**config.mk**
```make
export PLATFORM = sky130hd
export DESIGN_NAME = ap_ctrl_txn_recorder
export DESIGN_NICKNAME = d
export VERILOG_FILES = /design/src/rtl/ap_ctrl_txn_recorder.sv
export SDC_FILE = /design/constraint.sdc
export NUM_CORES = 1
export LEC_CHECK = 0
export BUFFER_PORTS_ARGS = -buffer_cell sky130_fd_sc_hd__buf_2
export CORE_MARGIN = 3
export CORE_UTILIZATION = 61
export CTS_CLUSTER_SIZE = 30
export DETAILED_ROUTE_END_ITERATION = 7
export PLACE_DENSITY = 0.79
export RECOVER_POWER = 100
export SLEW_MARGIN = 40
export SYNTH_ARGS = -nofsm -noshare
export SYNTH_HDL_FRONTEND = slang
export SYNTH_HIERARCHICAL = 1
export SYNTH_SLANG_ARGS = --single-unit
```
**constraint.sdc**
```tcl
create_clock -name clock -period 5.49 [get_ports clock]
set_clock_uncertainty 0.1 [all_clocks]
set_input_delay 1.098 -clock clock [delete_from_list [all_inputs] [get_ports clock]]
set_output_delay 1.098 -clock clock [all_outputs]
set_load 0.03 [all_outputs]
```
**src/rtl/ap_ctrl_txn_recorder.sv**
```systemverilog
// Purpose: records each ap_ctrl_hs transaction as {start_ts, latency, id} on a valid/ready stream.
// Latency: a record reaches rec_valid two cycles after its ap_done cycle when the record FIFO is empty.
// Backpressure: records are held stable while rec_ready=0; a full record FIFO drops new records (drop_count).

// Small generic synchronous FIFO; the caller guarantees no push when full without a pop, and no pop when empty.
module txn_fifo #(
    parameter int W     = 8,
    parameter int DEPTH = 4
) (
    input  logic         clock,
    input  logic         reset,
    input  logic         i_push,
    input  logic [W-1:0] i_dat,
    input  logic         i_pop,
    output logic [W-1:0] o_dat,
    output logic         o_empty,
    output logic         o_full
);
    localparam int AW = $clog2(DEPTH);

    logic [W-1:0] r_mem [DEPTH];
    logic [AW-1:0] r_wr;
    logic [AW-1:0] r_rd;
    logic [AW:0]   r_cnt;

    assign o_dat   = r_mem[r_rd];
    assign o_empty = (r_cnt == '0);
    assign o_full  = (r_cnt == (AW+1)'(DEPTH));

    // Storage array is not reset; only pointers and occupancy define validity.
    always_ff @(posedge clock) begin
        if (i_push) begin
            r_mem[r_wr] <= i_dat;
        end
    end

    // Pointer and occupancy bookkeeping; pointers wrap naturally since DEPTH is a power of 2.
    always_ff @(posedge clock) begin
        if (reset) begin
            r_wr  <= '0;
            r_rd  <= '0;
            r_cnt <= '0;
        end else begin
            if (i_push) r_wr <= r_wr + 1'b1;
            if (i_pop)  r_rd <= r_rd + 1'b1;
            case ({i_push, i_pop})
                2'b10:   r_cnt <= r_cnt + 1'b1;
                2'b01:   r_cnt <= r_cnt - 1'b1;
                default: r_cnt <= r_cnt;
            endcase
        end
    end
endmodule

module ap_ctrl_txn_recorder #(
    parameter int TS_W      = 32,
    parameter int CNT_W     = 16,
    parameter int INFLIGHT  = 4,
    parameter int REC_DEPTH = 4
) (
    input  logic             clock,
    input  logic             reset,
    input  logic             ap_start,
    input  logic             ap_ready,
    input  logic             ap_done,
    input  logic             ap_continue,
    input  logic             finish,
    output logic             rec_valid,
    input  logic             rec_ready,
    output logic [TS_W-1:0]  rec_start_ts,
    output logic [TS_W-1:0]  rec_latency,
    output logic [CNT_W-1:0] rec_id,
    output logic [CNT_W-1:0] txn_count,
    output logic [CNT_W-1:0] drop_count,
    output logic             proto_err,
    output logic             busy,
    output logic             flushed
);
    typedef enum logic [1:0] {S_IDLE, S_WAIT_READY, S_FLUSH} state_t;

    typedef struct packed {
        logic [TS_W-1:0]  start_ts;
        logic [TS_W-1:0]  latency;
        logic [CNT_W-1:0] id;
    } rec_t;

    state_t           r_state, w_state_nxt;
    logic [TS_W-1:0]  r_ts;
    logic [CNT_W-1:0] r_id, r_txn, r_drop;
    logic             r_perr;
    logic             r_stg_vld;
    rec_t             r_stg;

    logic [TS_W-1:0]  w_sq_dat, w_start_ts;
    logic             w_sq_empty, w_sq_full, w_sq_push, w_sq_pop;
    logic             w_push_req, w_comp, w_bypass, w_start_ok;
    logic             w_push_err, w_comp_err, w_wait_err, w_rec_fire;
    rec_t             w_rf_rec;
    logic             w_rf_empty, w_rf_full, w_rf_push, w_rf_pop, w_drop;

    // A start is only considered in S_IDLE, which also blocks starts once finish is latched (S_FLUSH).
    assign w_push_req = (r_state == S_IDLE) && ap_start;
    assign w_comp     = ap_done && ap_continue;
    // Start and done in the same cycle with nothing pending: hand the timestamp straight to the record.
    assign w_bypass   = w_push_req && w_comp && w_sq_empty;
    assign w_sq_pop   = w_comp && !w_sq_empty;
    assign w_sq_push  = w_push_req && !w_bypass && (!w_sq_full || w_sq_pop);
    assign w_start_ok = w_bypass || w_sq_push;
    assign w_push_err = w_push_req && !w_start_ok;
    assign w_rec_fire = w_bypass || w_sq_pop;
    assign w_comp_err = w_comp && !w_rec_fire;
    assign w_start_ts = w_bypass ? r_ts : w_sq_dat;

    txn_fifo #(.W(TS_W), .DEPTH(INFLIGHT)) u_start_q (
        .clock   (clock),
        .reset   (reset),
        .i_push  (w_sq_push),
        .i_dat   (r_ts),
        .i_pop   (w_sq_pop),
        .o_dat   (w_sq_dat),
        .o_empty (w_sq_empty),
        .o_full  (w_sq_full)
    );

    // Record FIFO: a full FIFO still accepts a write when the consumer pops in the same cycle.
    assign w_rf_pop  = !w_rf_empty && rec_ready;
    assign w_rf_push = r_stg_vld && (!w_rf_full || w_rf_pop);
    assign w_drop    = r_stg_vld && !w_rf_push;

    txn_fifo #(.W($bits(rec_t)), .DEPTH(REC_DEPTH)) u_rec_q (
        .clock   (clock),
        .reset   (reset),
        .i_push  (w_rf_push),
        .i_dat   (r_stg),
        .i_pop   (w_rf_pop),
        .o_dat   (w_rf_rec),
        .o_empty (w_rf_empty),
        .o_full  (w_rf_full)
    );

    // Start FSM next state; finish overrides everything and S_FLUSH is left only through reset.
    always_comb begin
        w_state_nxt = r_state;
        w_wait_err  = 1'b0;
        case (r_state)
            S_IDLE: begin
                if (w_start_ok && !ap_ready) w_state_nxt = S_WAIT_READY;
            end
            S_WAIT_READY: begin
                if (ap_ready) begin
                    w_state_nxt = S_IDLE;
                end else if (!ap_start) begin
                    // start dropped before ready: flag it, keep the already pushed timestamp
                    w_wait_err  = 1'b1;
                    w_state_nxt = S_IDLE;
                end
            end
            S_FLUSH:  w_state_nxt = S_FLUSH;
            default:  w_state_nxt = S_IDLE;
        endcase
        if (finish) w_state_nxt = S_FLUSH;
    end

    // State register, timestamp, id/counters, sticky error and the one-deep record staging register.
    always_ff @(posedge clock) begin
        if (reset) begin
            r_state   <= S_IDLE;
            r_ts      <= '0;
            r_id      <= '0;
            r_txn     <= '0;
            r_drop    <= '0;
            r_perr    <= 1'b0;
            r_stg_vld <= 1'b0;
            r_stg     <= '0;
        end else begin
            r_state   <= w_state_nxt;
            r_ts      <= r_ts + 1'b1;
            r_stg_vld <= w_rec_fire;
            if (w_rec_fire) begin
                r_stg.start_ts <= w_start_ts;
                r_stg.latency  <= r_ts - w_start_ts;
                r_stg.id       <= r_id;
                r_id           <= r_id + 1'b1;
                if (r_txn != '1) r_txn <= r_txn + 1'b1;
            end
            if (w_drop && (r_drop != '1)) r_drop <= r_drop + 1'b1;
            if (w_push_err || w_comp_err || w_wait_err) r_perr <= 1'b1;
        end
    end

    // Record data reads as zero whenever no record is presented.
    assign rec_valid    = !w_rf_empty;
    assign rec_start_ts = rec_valid ? w_rf_rec.start_ts : '0;
    assign rec_latency  = rec_valid ? w_rf_rec.latency  : '0;
    assign rec_id       = rec_valid ? w_rf_rec.id       : '0;
    assign txn_count    = r_txn;
    assign drop_count   = r_drop;
    assign proto_err    = r_perr;
    assign busy         = !w_sq_empty || (r_state == S_WAIT_READY);
    // A record still in the staging register counts as not yet drained.
    assign flushed      = (r_state == S_FLUSH) && w_rf_empty && !r_stg_vld;
endmodule

```
==> results of run 1 <==
==> state kept, by name, indices dropped and copies added, names as in the netlist, named ones only <==
signal / flops
u_start_q/r_cnt: 3
r_stg: 80
r_id: 16
r_ts: 32
u_rec_q/r_mem: 320
r_state: 2
u_rec_q/r_cnt: 3
r_stg_vld: 1
u_rec_q/r_wr: 2
u_start_q/r_rd: 2
drop_count: 16
u_start_q/r_mem: 128
u_rec_q/r_rd: 2
proto_err: 1
u_start_q/r_wr: 2
txn_count: 16
==> metal layers <==
layer | share of wire | GRT usage | vias up
li1 | - | - | 7313
met1 | 0.44 | 0.377 | 8161
met2 | 0.47 | 0.405 | 604
met3 | 0.076 | 0.0431 | 64
met4 | 0.014 | 0.0470 | 0
met5 | 0 | 0 | -
==> through the flow <==
stage | std cells | cell area [sq um]
after CTS | 2637 | 29600
after global routing | 2637 | 29300
after floorplan | 1897 | 26600
after global placement | 2524 | 27700
final | 2637 | 29300
after detailed placement | 2525 | 27700
==> Yosys cell counts, types with 4 or more instances <==
master	number	share of area
edfxtp_1	448	0.51
dfxtp_1	182	0.14
nor2_1	156	0.022
nand2_1	154	0.022
mux4_2	110	0.093
nor2b_1	91	0.021
a21oi_1	85	0.016
xor2_1	61	0.020
o21ai_0	52	0.0098
clkbuf_1	47	0.0066
inv_1	45	0.0063
nand3_1	38	0.0071
xnor2_1	38	0.012
ha_1	31	0.015
buf_2	27	0.0051
a211oi_1	22	0.0062
or3_1	22	0.0052
and3_1	21	0.0049
mux2i_1	18	0.0068
nor3_1	18	0.0034
a311oi_1	16	0.0053
nand4_1	15	0.0035
buf_1	13	0.0018
nand2b_1	12	0.0028
o31ai_1	12	0.0034
and2_1	11	0.0026
buf_12	11	0.0083
a22oi_1	10	0.0028
maj3_1	10	0.0038
a31oi_1	9	0.0021
a21o_1	8	0.0023
o211ai_1	8	0.0023
nand3b_1	7	0.0020
nor4_1	6	0.0014
o21a_1	6	0.0017
a21boi_0	5	0.0014
and4_1	5	0.0016
o2111ai_1	4	0.0013
o21bai_1	4	0.0011
or2_2	4	0.00094
==> final timing paths <==
| check | to | cells after the start | slack [ps] | startpoint |
|---|---|---|---|---|
| worst max-delay path | rec_id[4] | 4 | 830 | register |
| worst min register to register | r_stg[15]$_SDFFE_PP0P_ | 2 | 380 | r_id[15]$_SDFFE_PP0P_ |
| worst min-delay path | r_stg[15]$_SDFFE_PP0P_ | 2 | 380 | r_id[15]$_SDFFE_PP0P_ |
| worst max register to register | u_rec_q/r_mem[2][78]$_DFFE_PP_ | 6 | 890 | u_rec_q/r_cnt[0]$_SDFFE_PP0P_ |
==> area by class of cell <==
class	instances	area [sq um]	share of cell area
Clock inverter	37	318	0.0109
Tap cell	577	722	0.0247
Timing Repair Buffer	152	668	0.0228
Clock buffer	75	1580	0.0538
Multi-Input combinational cell	1121	8720	0.298
Sequential cell	630	17100	0.584
Inverter	45	169	0.00577
==> power by group <==
| part | switching, uW | internal [uW] |
|---|---|---|
| Clock | 1740 | 2230 |
| Sequential | 188 | 5290 |
| Combinational | 1090 | 584 |
==> worst max-delay path, delay by kind of cell (launching register included) <==
kind	cells	cell delay [ps]
flip-flops	1	1110
buffers and inverters	2	980
multiplexers	1	600
AND/OR/NAND/NOR	1	150
==> cells by family (layout without fill, tap and decap cells) <==
group                      after synthesis  after routing
DFF                                    630            630
muxes                                  130            130
AOI/OAI and AO/OA                      273            273
buffers and inverters                  146            309
adders and majority gates               45             45
and+or+nand+nor                        574            574
xor gates and xnor gates                99             99
==> results.toml, run 1 <==
[sta]
final.period_utilization = 0.848
slew_headroom = -0.839
hold_violations = 0
tightest_slew_ps = 2760
max_freq_mhz = 215
fin_ws_ps = 834
final_max_slew_viol_count = 390
min_period_ps = 4660
setup_viol = 0
whs_ps = 383
rsz0062_at_grt = "false"
setup_tns_ps = 0

[detailed_routing]
initialDrtViolationCount = 1501
postRouteAntennaNets = 0
via_count = 16100
drc = 0
routed_via_density = 6.12
postRouteWirelength_um = 58600
post_drt_wl_per_cell_um = 22.2
firstDrtPassIters = 5

[die]
coreArea_sq_um = 42500
io_pins = 124
dieArea_sq_um = 46200
fp.dieH_um = 215
rows = 75
die_w_um = 215
start_util = 0.627

[clock_network]
cts_setup_buffers = 0
cts_tree = "yes"
clk_latency_ps = 610
cts_buffers = 59
htree_levels = 2
hold_buffers = 0
ctsResizeCount = 0
clockBufferDepth = 3
numClockSinks = 630
cts.clk_slew.worst_paths_ps = 60
cts_root_buf = "clkbuf_16"

[finish]
diodes = 0
drive_gt1_frac = 0.124
fillers = 2936
layout_common_cells = "448 x edfxtp_1, 179 x dfxtp_1, 156 x nor2_1"
final_common_cell = "edfxtp_1"
areaGrowthSynthToFinish_pct = 9.92
post-route-util = 0.689
final_net_count = 2051

[setup_path]
max_stage_delay_ps = 1110
critPathSlowestCell = "dfxtp_2"
arrival_ps = 3460
crit_path_max_fanout = 33
endpoint_kind = "output pin"
worstPathRequired_ps = 4290
path_cells = "clkbuf_2 -> mux4_2 -> nor2b_1 -> clkbuf_1"
critPathLaunchType = "register"
criticalPathCategory = "reg -> out"

[pwr]
p_total_uw = 11100
p_per_area_nw_per_um2 = 380
p_leak_uw = 0.00958
ir_drop_uv = 271

[min_path]
min_path_type = "reg -> reg"

[synth]
synth_fp_nets = 1939
ys_ff_latch = 630
ys_seq_area_frac = 0.642
synth_fa_ha_area_frac = 0.0210
ys.flop_type = "edfxtp_1"
synth-simple-area-share = 0.105
synth_async_sr_flop_share = 0
synth_area_sq_um = 26600
synthCells = 1897
ys.warnings.count = 6
syn_area_per_cell_sq_um = 14.0
synthXorXnorAreaFrac = 0.0326
synth_edf_count = 448
synth_compound_area_frac = 0.0681
yosys-mux-area-fraction = 0.102
synth_top_family_by_area = "simple AND/OR/NAND/NOR gates"
synth.distinct_cells = 76

[global_route]
grt_pass1_wl_um = 91900
grt_usage = 0.253
grt_pass1_vias = 16100
grt_overflow = 0
grt_max_degree = 124
antenna_found_initial = 1

[run_status]
status = "finished with violations"
violations = "capacitance limit, slew limit"

[job]
maxCapViolations = 9

[placement]
place.gp.congestion = 0.945
hpwl_um = 37600
pre_cts_slack_ps = 808
port_buffers = 123
(Power assumes the default switching activity.)
==> run 2: changes to the inputs <==
Clock period 5.49 ns to 4.4 ns, I/O delays scaled along.
==> results.toml, run 2 (same netlist as run 1, synthesis figures left out) <==
[setup_path]
worstPathRequired_ps = 3420
crit_buf_inv = 2
critPathLaunchType = "register"
path_cells = "clkbuf_4 -> mux4_2 -> nor2b_1 -> clkbuf_2"
endpoint_kind = "output pin"
criticalPathCategory = "reg -> out"
critical_path.top_delay_family = "flip-flops"
crit_path_max_fanout = 24
timing.rr.start = "u_start_q/r_cnt[1]$_SDFFE_PP0P_"
critPathSlowestCell = "dfxtp_2"
arrival_ps = 3120
max_stage_delay_ps = 910

[pwr]
p_total_uw = 14200
p_leak_uw = 0.00995
p_per_area_nw_per_um2 = 479
ir_drop_uv = 374

[clock_network]
clk_latency_ps = 630
cts_tree = "yes"
hold_buffers = 0
htree_levels = 2
cts.clk_slew.worst_paths_ps = 60
cts_root_buf = "clkbuf_16"
cts_setup_buffers = 0
numClockSinks = 630
ctsResizeCount = 0
clockBufferDepth = 3
cts_buffers = 61

[die]
start_util = 0.627
coreArea_sq_um = 42500
rows = 75
io_pins = 124
die_w_um = 215
fp.dieH_um = 215
dieArea_sq_um = 46200

[finish]
fillers = 2854
multiInputGateArea_sq_um = 8740
layout_common_cells = "448 x edfxtp_1, 179 x dfxtp_1, 157 x nor2_1"
reg.largest.list = "u_rec_q/r_mem (320), u_start_q/r_mem (128), r_stg (80)"
final_common_cell = "edfxtp_1"
largest_reg_flops = 320
top_register = "u_rec_q/r_mem"
diodes = 0
final_net_count = 2077
drive_gt1_frac = 0.160
register_area_sq_um = 17100
areaGrowthSynthToFinish_pct = 11.6

[placement]
hpwl_um = 39400
pre_cts_slack_ps = 145
port_buffers = 123
place.gp.congestion = 0.955

[global_route]
grt_pass1_wl_um = 95300
grt_overflow = 0
grt_pass1_vias = 16500
antenna_found_initial = 1
grt_max_degree = 102
grt_usage = 0.263

[sta]
final.period_utilization = 0.932
min_period_ps = 4100
slew_headroom = -0.452
setup_viol = 0
setup_tns_ps = 0
tightest_slew_ps = 2180
final_max_slew_viol_count = 364
fin_ws_ps = 298
max_freq_mhz = 244
whs_ps = 386
rsz0062_at_grt = "false"
hold_violations = 0

[detailed_routing]
via_count = 16500
firstDrtPassIters = 6
routed_via_density = 6.19
postRouteAntennaNets = 0
post_drt_wl_per_cell_um = 22.7
drc = 0
initialDrtViolationCount = 1660
postRouteWirelength_um = 60600

[min_path]
min_path_type = "in -> reg"
min_from = "finish"

[run_status]
status = "finished with violations"
violations = "capacitance limit, slew limit"

[job]
maxCapViolations = 8
run 2: cell count changes in the layout (fill, tap and decap cells not counted), moves of 5 or more:
cell,delta
clkbuf_2,+56
clkbuf_1,-48
clkinv_2,+9
buf_4,+6
buf_12,+5
run 2: where the power goes:
group / internal, uW / switching (uW)
Sequential: 6590 / 220
Combinational: 777 / 1400
Clock: 2970 / 2280
run 2: cell type report:
type,instances,share of cell area
Tap cell,577,0.0243
Timing Repair Buffer,176,0.0315
Clock inverter,43,0.0140
Clock buffer,73,0.0549
Sequential cell,630,0.576
Multi-Input combinational cell,1121,0.294
Inverter,45,0.00568
run 2: worst paths after layout:
path,to,slack (ps),cells past startpoint
min,r_state[1]$_SDFFE_PP0P_,390,3
max,rec_latency[31],300,4
max reg2reg,r_stg[45]$_SDFFE_PP0P_,310,14
min reg2reg,r_stg[13]$_SDFFE_PP0P_,400,2
run 2: metal layers:
| layer | global-route usage | routed length (um) | vias up |
|---|---|---|---|
| li1 | - | - | 7370 |
| met1 | 0.379 | 25200 | 8309 |
| met2 | 0.414 | 28600 | 680 |
| met3 | 0.0524 | 5060 | 127 |
| met4 | 0.0801 | 1760 | 0 |
| met5 | 0 | 0 | - |
run 2: per-stage QoR:
step | utilization | cells | instance area [sq um]
after floorplan | - | 1897 | 26600
after global placement | 0.656 | 2548 | 27900
after detailed placement | 0.657 | 2549 | 27900
after CTS | 0.705 | 2665 | 30000
after global routing | 0.699 | 2665 | 29700
final | 0.699 | 2665 | 29700
run 2: worst min-delay path, stage by stage:
cell and delay (ps):
buf_2 90, a21oi_1 40, nor2_1 70
